==> config.mk <==
export PLATFORM = sky130hd
export DESIGN_NAME = sync_fifo_mod
export DESIGN_NICKNAME = d
export VERILOG_FILES = /design/src/rtl/sync_fifo_mod.sv
export SDC_FILE = /design/constraint.sdc
export NUM_CORES = 1
export LEC_CHECK = 0
export ABC_AREA = 1
export BUFFER_PORTS_ARGS = -buffer_cell sky130_fd_sc_hd__buf_2
export CAP_MARGIN = 20
export CORE_MARGIN = 2
export CORE_UTILIZATION = 30
export DETAILED_ROUTE_END_ITERATION = 8
export SLEW_MARGIN = 20
export SYNTH_ARGS = -nofsm -noshare
export SYNTH_HDL_FRONTEND = slang
export SYNTH_SLANG_ARGS = --single-unit
==> constraint.sdc <==
create_clock -name clk -period 3.4 [get_ports clk]
set_clock_uncertainty 0.2 [all_clocks]
set_input_delay 0.51 -clock clk [delete_from_list [all_inputs] [get_ports clk]]
set_output_delay 0.51 -clock clk [all_outputs]
set_load 0.1 [all_outputs]
==> src/rtl/sync_fifo_mod.sv <==
// rtl/sync_fifo_mod.sv - single-clock register-array FIFO with occupancy, threshold and sticky error flags
module sync_fifo_mod #(
  parameter int DATA_W    = 8,
  parameter int ADDR_W    = 5,
  parameter int AFULL_TH  = 28,
  parameter int AEMPTY_TH = 4
) (
  input  logic              clk,
  input  logic              rst,
  input  logic              wr_en,
  input  logic [DATA_W-1:0] wrdata,
  input  logic              rd_en,
  output logic [DATA_W-1:0] rddata,
  output logic              rd_valid,
  output logic              full,
  output logic              empty,
  output logic              almost_full,
  output logic              almost_empty,
  output logic [ADDR_W:0]   data_cnt,
  output logic              overflow,
  output logic              underflow,
  input  logic              clr_err
);

  localparam int DEPTH = 1 << ADDR_W;
  localparam logic [ADDR_W:0]   DEPTH_C  = (ADDR_W+1)'(DEPTH);
  localparam logic [ADDR_W:0]   AFULL_C  = (ADDR_W+1)'(AFULL_TH);
  localparam logic [ADDR_W:0]   AEMPTY_C = (ADDR_W+1)'(AEMPTY_TH);
  localparam logic [ADDR_W:0]   CNT_ONE  = (ADDR_W+1)'(1);
  localparam logic [ADDR_W-1:0] PTR_ONE  = ADDR_W'(1);

  logic [DATA_W-1:0] mem [DEPTH];
  logic [ADDR_W-1:0] wr_ptr;
  logic [ADDR_W-1:0] rd_ptr;
  logic              wr_acc;
  logic              rd_acc;

  assign full         = (data_cnt == DEPTH_C);
  assign empty        = (data_cnt == '0);
  assign almost_full  = (data_cnt >= AFULL_C);
  assign almost_empty = (data_cnt <= AEMPTY_C);

  // Acceptance uses pre-edge flags: no fall-through when empty, no replace when full.
  assign wr_acc = wr_en & ~full;
  assign rd_acc = rd_en & ~empty;

  always_ff @(posedge clk) begin
    if (!rst && wr_acc) begin
      mem[wr_ptr] <= wrdata;
    end
  end

  always_ff @(posedge clk) begin
    if (rst) begin
      wr_ptr   <= '0;
      rd_ptr   <= '0;
      data_cnt <= '0;
      rddata   <= '0;
      rd_valid <= 1'b0;
    end else begin
      if (wr_acc) begin
        wr_ptr <= wr_ptr + PTR_ONE;
      end
      rd_valid <= rd_acc;
      if (rd_acc) begin
        rddata <= mem[rd_ptr];
        rd_ptr <= rd_ptr + PTR_ONE;
      end
      case ({wr_acc, rd_acc})
        2'b10:   data_cnt <= data_cnt + CNT_ONE;
        2'b01:   data_cnt <= data_cnt - CNT_ONE;
        default: data_cnt <= data_cnt;
      endcase
    end
  end

  // A new error event in the same cycle as clr_err keeps the flag set.
  always_ff @(posedge clk) begin
    if (rst) begin
      overflow  <= 1'b0;
      underflow <= 1'b0;
    end else begin
      if (wr_en && full) begin
        overflow <= 1'b1;
      end else if (clr_err) begin
        overflow <= 1'b0;
      end
      if (rd_en && empty) begin
        underflow <= 1'b1;
      end else if (clr_err) begin
        underflow <= 1'b0;
      end
    end
  end

endmodule

### Word level (Yosys, flattened, before mapping)

Memory sizes are Yosys's and may differ from the RTL's. A register that Yosys moved wholly into a read port is not among the register bits.
Index checks and enable logic that the tools add are counted.

* $add $sub $neg: 4
* $lt $le $gt $ge: 2
* equality and inequality tests: 3
* muxes and demuxes: 6
* bitwise logic cells: 4
* reduce and logical (&&, ||, !) cells: 8

Operators by type and width (count)
* 6-bit case mux with 2 select lines: 1
* 5-bit by 1-bit adder with 5-bit output, second input constant: 2
* 6-bit by 1-bit adder with 6-bit output, second input constant: 1
* 6-bit == test, second input constant: 1
* 6-bit by 5-bit greater-or-equal comparator with 1-bit output, second input constant: 1
* 6-bit by 3-bit <= comparator with 1-bit output, second input constant: 1
* 6-bit zero test: 1
* 2-bit nonzero test: 3
* 6-bit by 1-bit subtractor with 6-bit output, second input constant: 1
* 1-bit 2-to-1 mux: 5
* 1-bit logical AND: 3
* 1-bit bitwise AND: 2
* 2-bit by 1-bit == test with 1-bit output, second input constant: 1
* 2-bit == test, second input constant: 1
* 1-bit inverter: 2
* 1-bit zero test: 1

* flip-flop bits (word level): 19
* RAM bits: 256
* input bits: 13
* output and inout bits: 21
* word-level logic and storage cells: 34
* memories kept: 1

Memories
* mem: words 32, width 8, rd ports 1, clocked after Yosys merged registers in 1, wr ports 1, line 32 `logic [DATA_W-1:0] mem [DEPTH];`

### Logic depth before layout (Yosys ltp)

Gate-level depths: netlist of run 1.

* depth in word-level cells: 6
* gate-level depth with buffers: 15

### Worst setup path after synthesis of run 1

Ideal clock, no wire load.

* path type: reg-to-reg
* start point: reg data_cnt[3]
* end point: reg data_cnt[4]
* setup time: 0.115 ns
* data arrival time: 2.792 ns
* data required time: 3.085 ns
* slack: 0.293 ns
* stages on the path, launching flop included: 14
* buffers on the path: 0
* clock period less this slack: 3.107 ns
* path through: dfxtp_1 -> inv_1 -> nand2_1 -> nor2_1 -> nand2_1 -> nand2_1 -> inv_2 -> ha_1 -> inv_1 -> fa_1 -> o21ai_0 -> xor2_1 -> o21ai_0 -> inv_1

* longest elaborated chain between the ends: 5
* elaborated cells on any way between the ends: 12
* those cells by class: add/sub (2); eq/ne (3); mux (1); bitwise (4); reduce/logical (2)

RTL lines
* start, declared: line 19 `output logic [ADDR_W:0] data_cnt,`
* start signal, assigned: line 70 `2'b10: data_cnt <= data_cnt + CNT_ONE;`
* start signal, assigned: line 71 `2'b01: data_cnt <= data_cnt - CNT_ONE;`
* start signal, assigned: line 72 `default: data_cnt <= data_cnt;`
* 6-bit zero test *: line 39 `assign empty = (data_cnt == '0);`
* 1-bit inverter *: line 45 `assign rd_acc = rd_en & ~empty;`
* 1-bit bitwise AND *: line 45
* via rd_acc: line 36 `logic rd_acc;`
* 2-bit by 1-bit == test with 1-bit output or 2-bit == test (tied branches): line 69 `case ({wr_acc, rd_acc})`
* 6-bit case mux with 2 select lines or 2-bit nonzero test (tied branches)

The timed path passes the listed nets; every way through them passes the cells marked *.
A chain may end at the register's enable or synchronous reset.

### Final worst setup path of run 1

* start point: reg data_cnt[0]
* end point: mem mem[11][5], enable pin

* longest elaborated chain between the ends: 6

RTL lines
* 6-bit == test: line 38 `assign full = (data_cnt == DEPTH_C);`
* 1-bit inverter: line 44 `assign wr_acc = wr_en & ~full;`
* 1-bit bitwise AND: line 44
* 1-bit logical AND: line 48 `if (!rst && wr_acc) begin`
* 1-bit 2-to-1 mux: line 48
* 1-bit 2-to-1 mux (implied by the code): line 49 `mem[wr_ptr] <= wrdata;`
* end, declared: line 32

Every way passes these cells.

==> reports/qor.log, run 1 <==
INFO  cells_and_area antenna_cells=0
INFO  place          numPlacedInstances=1707
INFO  critical_path  worstSetupPathType=reg -> reg
INFO  routing        routedWlPerCell=16.6um
INFO  die            ios=34
INFO  clock_network  worstSkewPairLatency=550ps
INFO  hold_path      worstHoldPathCells=4
INFO  routing        wirelength=29300um
INFO  sta            final-setup-viol-count=0
INFO  critical_path  crit_required=3370ps
INFO  sta            maxSlewViolCount=0
INFO  sta            grt_setup_unrepaired=no
INFO  critical_path  timing.reg2reg.worst_path_depth=8
INFO  cells_and_area final_cell_mix=nand2_1, edfxtp_1, nand3_1
INFO  critical_path  r2r_start=data_cnt[0]$_SDFFE_PP0P_
INFO  sta            fin_crit_sh=81.3%
INFO  pwr            power_per_cell_area=713nW/um2
INFO  yosys          synthesis.yosys.warnings=0
INFO  clock_network  cts_resized=0
INFO  sta            finalWorstSetupSlack=634ps
INFO  die            fp.coreArea=39800um2
INFO  critical_path  r2r_setup_slack=630ps
INFO  hold_path      timing.hold.worst.class=in -> reg
INFO  run_status     run_status=completed
INFO  sta            tightest_slew=911ps
INFO  clock_network  tritoncts.num_buffers=29
INFO  cells_and_area final_layout_size_suffix_gt1_share=8.10%
INFO  pwr            power_leakage=5.41nW
INFO  global_route   maximum_number_of_pins_on_one_net_before_global_route_repair=139
INFO  yosys          synthDistinctLibCells=23
INFO  die            dieArea=42000um2
INFO  yosys          postSynthNetCount=1207
INFO  clock_network  cts_hold_buf=0
INFO  critical_path  setup.worst_path.end_class=flop
INFO  global_route   overflow=0
INFO  clock_network  clkSlewWorstSetupHoldPaths=60ps
INFO  sta            setup_tns=0ps
INFO  die            die_height=205um
INFO  clock_network  cts-htree-levels=1
INFO  cells_and_area most_frequent_standard_cell_in_the_layout_excluding_fill_and_tap_cells=nand2_1
INFO  routing        detailroute.via_count=8140
INFO  clock_network  post-cts-setup-buffers=0
INFO  place          final_hpwl_dp=17900um
INFO  critical_path  critical_path_fanouts_max=8
INFO  routing        first_iter_violations=743
INFO  hold_path      hold-path-endpoint=underflow$_SDFFE_PP0P_
INFO  routing        highest_signal_layer=met4
INFO  routing        drt-met1-wl=13100um
INFO  place          post-place-ws=675ps
INFO  sta            worst_slew_margin_rel=39.2%
INFO  routing        wl_met2=13700um
INFO  routing        drc=0
INFO  yosys          synthesis.area=12100um2
INFO  cells_and_area finish.net_count=1237
INFO  clock_network  cts_tree=done
INFO  die            die_x=205um
INFO  routing        dr_wl_met3=1640um
INFO  clock_network  cts-root-buf=clkbuf_16
INFO  critical_path  reg2reg_to=mem[11][5]$_DFFE_PP_
INFO  sta            final-hold-violation-count=0
INFO  global_route   via_count_of_the_first_global_routing_pass=7809
INFO  routing        firstDrtPassIters=6
INFO  place          gp_congestion=0.907
INFO  sta            fmax=0.362GHz
INFO  clock_network  cts_buffer_depth=3
INFO  yosys          synth_cells=1183
INFO  yosys          ys_seq_elements=283
INFO  global_route   grt_pass1_wl=44700um
INFO  die            initial_utilization=30.4%
INFO  clock_network  cts.sinks=283
INFO  routing        ant_nets=0
INFO  global_route   grt_antenna_before_repair=0
INFO  routing        route.detailed.vias_per_inst=4.63
INFO  sta            final.min_clock_period=2770ps
INFO  place          port-buffer-count=33
INFO  cells_and_area area_delta_synth_final=13.4%
INFO  die            core.rowCount=73
INFO  yosys          synth.yosys.seq_area_share=67.9%
INFO  critical_path  critical_path_arrival=2730ps
INFO  global_route   groute.usage.overall=13.9%
INFO  cells_and_area finish.cell_count_without_fillers=1760
INFO  pwr            vdd_ir_drop_max=723uV
INFO  hold_path      hold_path.startpoint=clr_err
INFO  yosys          avgSynthCellArea=10.2um2
INFO  critical_path  cp-start-kind=flop
INFO  flow_run       maxCapViolCount=0
==> worst max-delay path: stages, from the launching register on <==
cell and delay (ps):
dfxtp_1 400, nor2_1 80, nand2_1 60, nor2_1 50
nand3_1 90, nand2_1 170, nor2_1 260, nand2_1 380
nor2_1 690
==> worst max path at each step <==
| stage | start | endpoint | cells after the start |
|---|---|---|---|
| 6_report | data_cnt[0]$_SDFFE_PP0P_ | mem[11][5]$_DFFE_PP_ | 8 |
| 5_1_grt | data_cnt[1]$_SDFFE_PP0P_ | mem[25][5]$_DFFE_PP_ | 8 |
| 4_1_cts | data_cnt[0]$_SDFFE_PP0P_ | mem[11][5]$_DFFE_PP_ | 8 |
| 3_5_place_dp | data_cnt[1]$_SDFFE_PP0P_ | mem[11][4]$_DFFE_PP_ | 8 |
| 3_3_place_gp | data_cnt[0]$_SDFFE_PP0P_ | data_cnt[4]$_SDFFE_PP0P_ | 12 |
| 2_1_floorplan | data_cnt[3]$_SDFFE_PP0P_ | data_cnt[4]$_SDFFE_PP0P_ | 13 |
==> metrics by stage <==
| step | utilization, % | total power [mW] | hold slack (ps) | cell area [um2] |
|---|---|---|---|---|
| after global placement | 32.2 | 6.76 | 254 | 12800 |
| after floorplan | - | 6.15 | 311 | 12100 |
| after global routing | 34.5 | 10.2 | 41.8 | 13700 |
| final | 34.5 | 9.79 | 39.3 | 13700 |
| after detailed placement | 32.2 | 6.77 | 271 | 12800 |
| after CTS | 34.5 | 9.84 | 26.5 | 13700 |
==> power by group <==
| part | total (mW) | internal (mW) | switching [mW] | leakage [nW] |
|---|---|---|---|---|
| clock network | 3.09 | 1.79 | 1.30 | 0.448 |
| logic | 2.71 | 0.619 | 2.09 | 2.44 |
| registers | 4.00 | 3.90 | 0.101 | 2.53 |
| total | 9.79 | 6.30 | 3.49 | 5.41 |
==> layout make-up <==
cell class              instances  area (um2)
clock buffers                  36         752
clock inverters                17         160
fillers                      4036       26100
inverters                     135         508
multi-input cells             712        3110
flip-flops and latches        283        8230
well taps                     525         657
repair buffers                 52         320
==> sequential cells by signal, summed over array words and instances, names as in the netlist <==
signal and count:
mem 256, rddata 8, data_cnt 6, rd_ptr 5, wr_ptr 5, overflow 1
rd_valid 1, underflow 1
==> metal layers <==
| layer | track usage [%] | up-vias |
|---|---|---|
| li1 | - | 3963 |
| met1 | 18.6 | 3872 |
| met2 | 23.5 | 255 |
| met3 | 1.70 | 50 |
| met4 | 4.55 | 0 |
| met5 | 0 | - |
==> cells by family after synthesis <==
group	Yosys count	synth area share [%]
AO/OA/AOI/OAI	65	2.73
AND/OR/NAND/NOR	630	21.3
adder cells (fa/ha/maj)	11	1.20
buffers and inverters	188	6.42
XOR/XNOR	6	0.434
flip-flops	283	67.9
==> cell usage after synthesis <==
cell | count | area, um2
buf_1 | 2 | 7.51
buf_6 | 1 | 11.3
buf_2 | 36 | 180
inv_1 | 132 | 495
clkbuf_1 | 9 | 33.8
nor3b_1 | 1 | 7.51
a31o_2 | 1 | 8.76
a31oi_1 | 1 | 6.26
a21oi_1 | 41 | 205
dfxtp_1 | 27 | 541
nor2_1 | 92 | 345
xor2_1 | 4 | 35.0
inv_2 | 3 | 11.3
nand4_1 | 1 | 6.26
ha_1 | 10 | 125
edfxtp_1 | 256 | 7690
xnor2_1 | 2 | 17.5
buf_4 | 5 | 37.5
o21ai_0 | 22 | 110
fa_1 | 1 | 20.0
nand3_1 | 162 | 811
nor3_1 | 3 | 15.0
nand2_1 | 371 | 1390
No activity file was read; power rests on OpenSTA's default activity.
==> run 2, diff against run 1 <==
- clock period: 3.4 -> 2.5 ns (I/O delays scaled with it)
==> run 2 against run 1 <==
Worst hold slack better by 45 ps. Clock-buffer cell count is 5 higher. Wire length is 0.30% lower. Largest power group unchanged. Global-route usage is 0.22 points higher. Worst setup slack worse by 450 ps. Total power is 40% higher. Die area stayed put. Critical path type unchanged. Final cell count is 2.4% higher. Highest routed layer unchanged. Maximum frequency is 19% higher. Via count is 1.4% higher.
==> reports/qor.log, run 2 (synthesis results as in run 1) <==
INFO  run_status     run_status=completed
INFO  pwr            pwr-share-comb=28.9% [+1.3 points]
INFO  global_route   groute.usage.overall=14.1% [+0.22 points]
INFO  clock_network  worstSkewPairLatency=560ps [about the same]
INFO  global_route   overflow=0 [unchanged]
INFO  pwr            power_leakage=5.68nW [+4.9%]
INFO  die            die_x=205um [unchanged]
INFO  clock_network  cts-root-buf=clkbuf_16
INFO  cells_and_area most_frequent_standard_cell_in_the_layout_excluding_fill_and_tap_cells=nand2_1
INFO  routing        first_iter_violations=616 [-17%]
INFO  clock_network  cts.sinks=283 [unchanged]
INFO  pwr            switchingPower=4.83mW [+38%]
INFO  routing        ant_nets=0 [unchanged]
INFO  pwr            power_per_cell_area=962nW/um2 [+35%]
INFO  routing        firstDrtPassIters=5 [-1]
INFO  pwr            power.sequential.fraction=39.8% [-1.0 points]
INFO  pwr            fraction_of_power_spent_switching_nets=35.2% [-0.41 points]
INFO  pwr            share_clk_of_total_power=31.3% [-0.2 points]
INFO  cells_and_area largest_register=mem
INFO  cells_and_area area_delta_synth_final=17.7%
INFO  die            dieArea=42000um2 [unchanged]
INFO  flow_run       maxCapViolCount=0 [unchanged]
INFO  cells_and_area final_layout_size_suffix_gt1_share=12.2% [+4.1 points]
INFO  cells_and_area antenna_cells=0 [unchanged]
INFO  clock_network  cts_buffer_depth=3 [unchanged]
INFO  clock_network  clkSlewWorstSetupHoldPaths=60ps [about the same]
INFO  sta            tightest_slew=759ps [-152 ps]
INFO  die            die_height=205um [unchanged]
INFO  clock_network  tritoncts.num_buffers=30 [+3.4%]
INFO  sta            worst_slew_margin_rel=49.4% [+10 points]
INFO  die            fp.coreArea=39800um2 [unchanged]
INFO  global_route   maximum_number_of_pins_on_one_net_before_global_route_repair=80 [-42%]
INFO  sta            final.min_clock_period=2320ps [-450 ps]
INFO  cells_and_area finish.net_count=1279 [+3.4%]
INFO  place          gp_congestion=0.814 [-10%]
INFO  sta            final-setup-viol-count=0 [unchanged]
INFO  routing        routedWlPerCell=16.2um [-2.7%]
INFO  critical_path  critical_path_arrival=2600ps [-130 ps]
INFO  global_route   grt_pass1_wl=45700um [+2.4%]
INFO  routing        wirelength=29200um [-0.30%]
INFO  global_route   via_count_of_the_first_global_routing_pass=7934 [+1.6%]
INFO  routing        drc=0 [unchanged]
INFO  hold_path      timing.hold.worst.class=in -> reg
INFO  sta            grt_setup_unrepaired=yes
INFO  pwr            vdd_ir_drop_max=1240uV [+71%]
INFO  global_route   grt_antenna_before_repair=1 [+1]
INFO  sta            finalHoldWorstSlack=84.7ps [+45.3 ps]
INFO  pwr            p_int=8.88mW [+41%]
INFO  sta            final-hold-violation-count=0 [unchanged]
INFO  clock_network  cts_tree=done
INFO  die            ios=34 [unchanged]
INFO  critical_path  crit_required=2790ps [-580 ps]
INFO  routing        detailroute.via_count=8257 [+1.4%]
INFO  critical_path  cp-start-kind=flop
INFO  critical_path  worstSetupPathType=reg -> reg
INFO  cells_and_area n_fill_cell=3964 [-1.8%]
INFO  cells_and_area final_cell_mix=nand2_1, edfxtp_1, nand3_1
INFO  routing        route.detailed.vias_per_inst=4.58 [-0.98%]
INFO  cells_and_area top_regs=mem: 256 flops, rddata: 8 flops, data_cnt: 6 flops
INFO  sta            maxSlewViolCount=0 [unchanged]
INFO  critical_path  setup.worst_path.end_class=flop
INFO  place          placement.cell_area=13200um2 [+2.9%]
INFO  sta            fin_crit_sh=92.6% [+11 points]
INFO  die            initial_utilization=30.4% [unchanged]
INFO  sta            fmax=0.432GHz [+19%]
INFO  die            core.rowCount=73 [unchanged]
INFO  place          port-buffer-count=33 [unchanged]
INFO  cells_and_area finish.instance_area=14300um2 [+3.8%]
INFO  place          final_hpwl_dp=17700um [-1.4%]
INFO  cells_and_area largest_reg_flops=256 [unchanged]
INFO  critical_path  critical_path_fanouts_max=6 [-2]
INFO  clock_network  cts-htree-levels=1 [unchanged]
-- run 2: cell types whose count changed in the layout (fill, tap and decap cells not counted), sizes merged --
cell and delta:
buf +35, clkbuf +7, bufinv -1, clkinvlp -1
dlygate4sd3 +4, clkinv -1
-- run 2: worst max-delay path, cell delays in order (launching register included) --
cell and delay, ps:
dfxtp_4 360, nor2_2 130, nand2_1 70, nor2_2 100
nand2_1 80, nand2_2 80, inv_2 50, ha_4 200
ha_4 300, nand2_1 60, inv_1 70, nand4_1 80
nand3_1 110, xor2_1 160, nand2_1 80, a21oi_2 110
-- run 2: power groups by stage --
| stage | Sequential, mW | Clock (mW) | Combinational [mW] |
|---|---|---|---|
| 2_1_floorplan | 6.16 | 0 | 2.23 |
| 3_3_place_gp | 5.53 | 0 | 3.84 |
| 3_5_place_dp | 5.54 | 0 | 3.86 |
| 4_1_cts | 5.44 | 4.39 | 3.89 |
| 5_1_grt | 5.47 | 4.57 | 4.34 |
| 6_report | 5.45 | 4.29 | 3.96 |
-- run 2: area by class of cell --
type,count,area [um2],share of cell area (%)
multi-input cells,712,3180,22.3
repair buffers,93,706,4.95
well taps,525,657,4.61
clock buffers,41,833,5.85
flip-flops and latches,283,8260,57.9
inverters,135,508,3.56
clock inverters,14,118,0.825
-- run 2: layer usage --
metal	GRT usage, %	up-vias	wire length, um
met4	4.57	0	760
met2	23.7	189	14300
met3	1.85	51	1240
met1	19.0	3970	12900
met5	0	-	0
li1	-	4047	-
-- run 2: what timing repair did --
| item | in CTS | in global routing |
|---|---|---|
| resized for setup | 0 | 15 |
| hold buffers | 4 | 0 |
| buffers inserted | 0 | 0 |
| endpoints found under the setup margin | 0 | 6 |
| endpoints found under the hold margin | 2 | 0 |
-- run 2: worst paths after layout --
path                             from                  endpoint  slack [ps]  cells after the start
max          data_cnt[0]$_SDFFE_PP0P_  data_cnt[5]$_SDFFE_PP0P_         180                     15
min reg2reg    rddata[6]$_SDFFE_PP0P_    rddata[6]$_SDFFE_PP0P_         260                      2
min                               rst  data_cnt[5]$_SDFFE_PP0P_          80                      3
max reg2reg  data_cnt[0]$_SDFFE_PP0P_  data_cnt[5]$_SDFFE_PP0P_         180                     15
-- run 2: metrics by stage --
step | setup TNS (ps) | setup slack, ps | instances | power [mW] | utilization (%)
after global placement | 0 | 117 | 1744 | 9.37 | 33.1
final | 0 | 185 | 1803 | 13.7 | 35.8
after CTS | 0 | 23.4 | 1803 | 13.7 | 35.6
after floorplan | -14.9 | -14.9 | 1183 | 8.39 | -
after global routing | -20.7 | -20.7 | 1803 | 14.4 | 35.8
after detailed placement | 0 | 19.8 | 1744 | 9.40 | 33.1
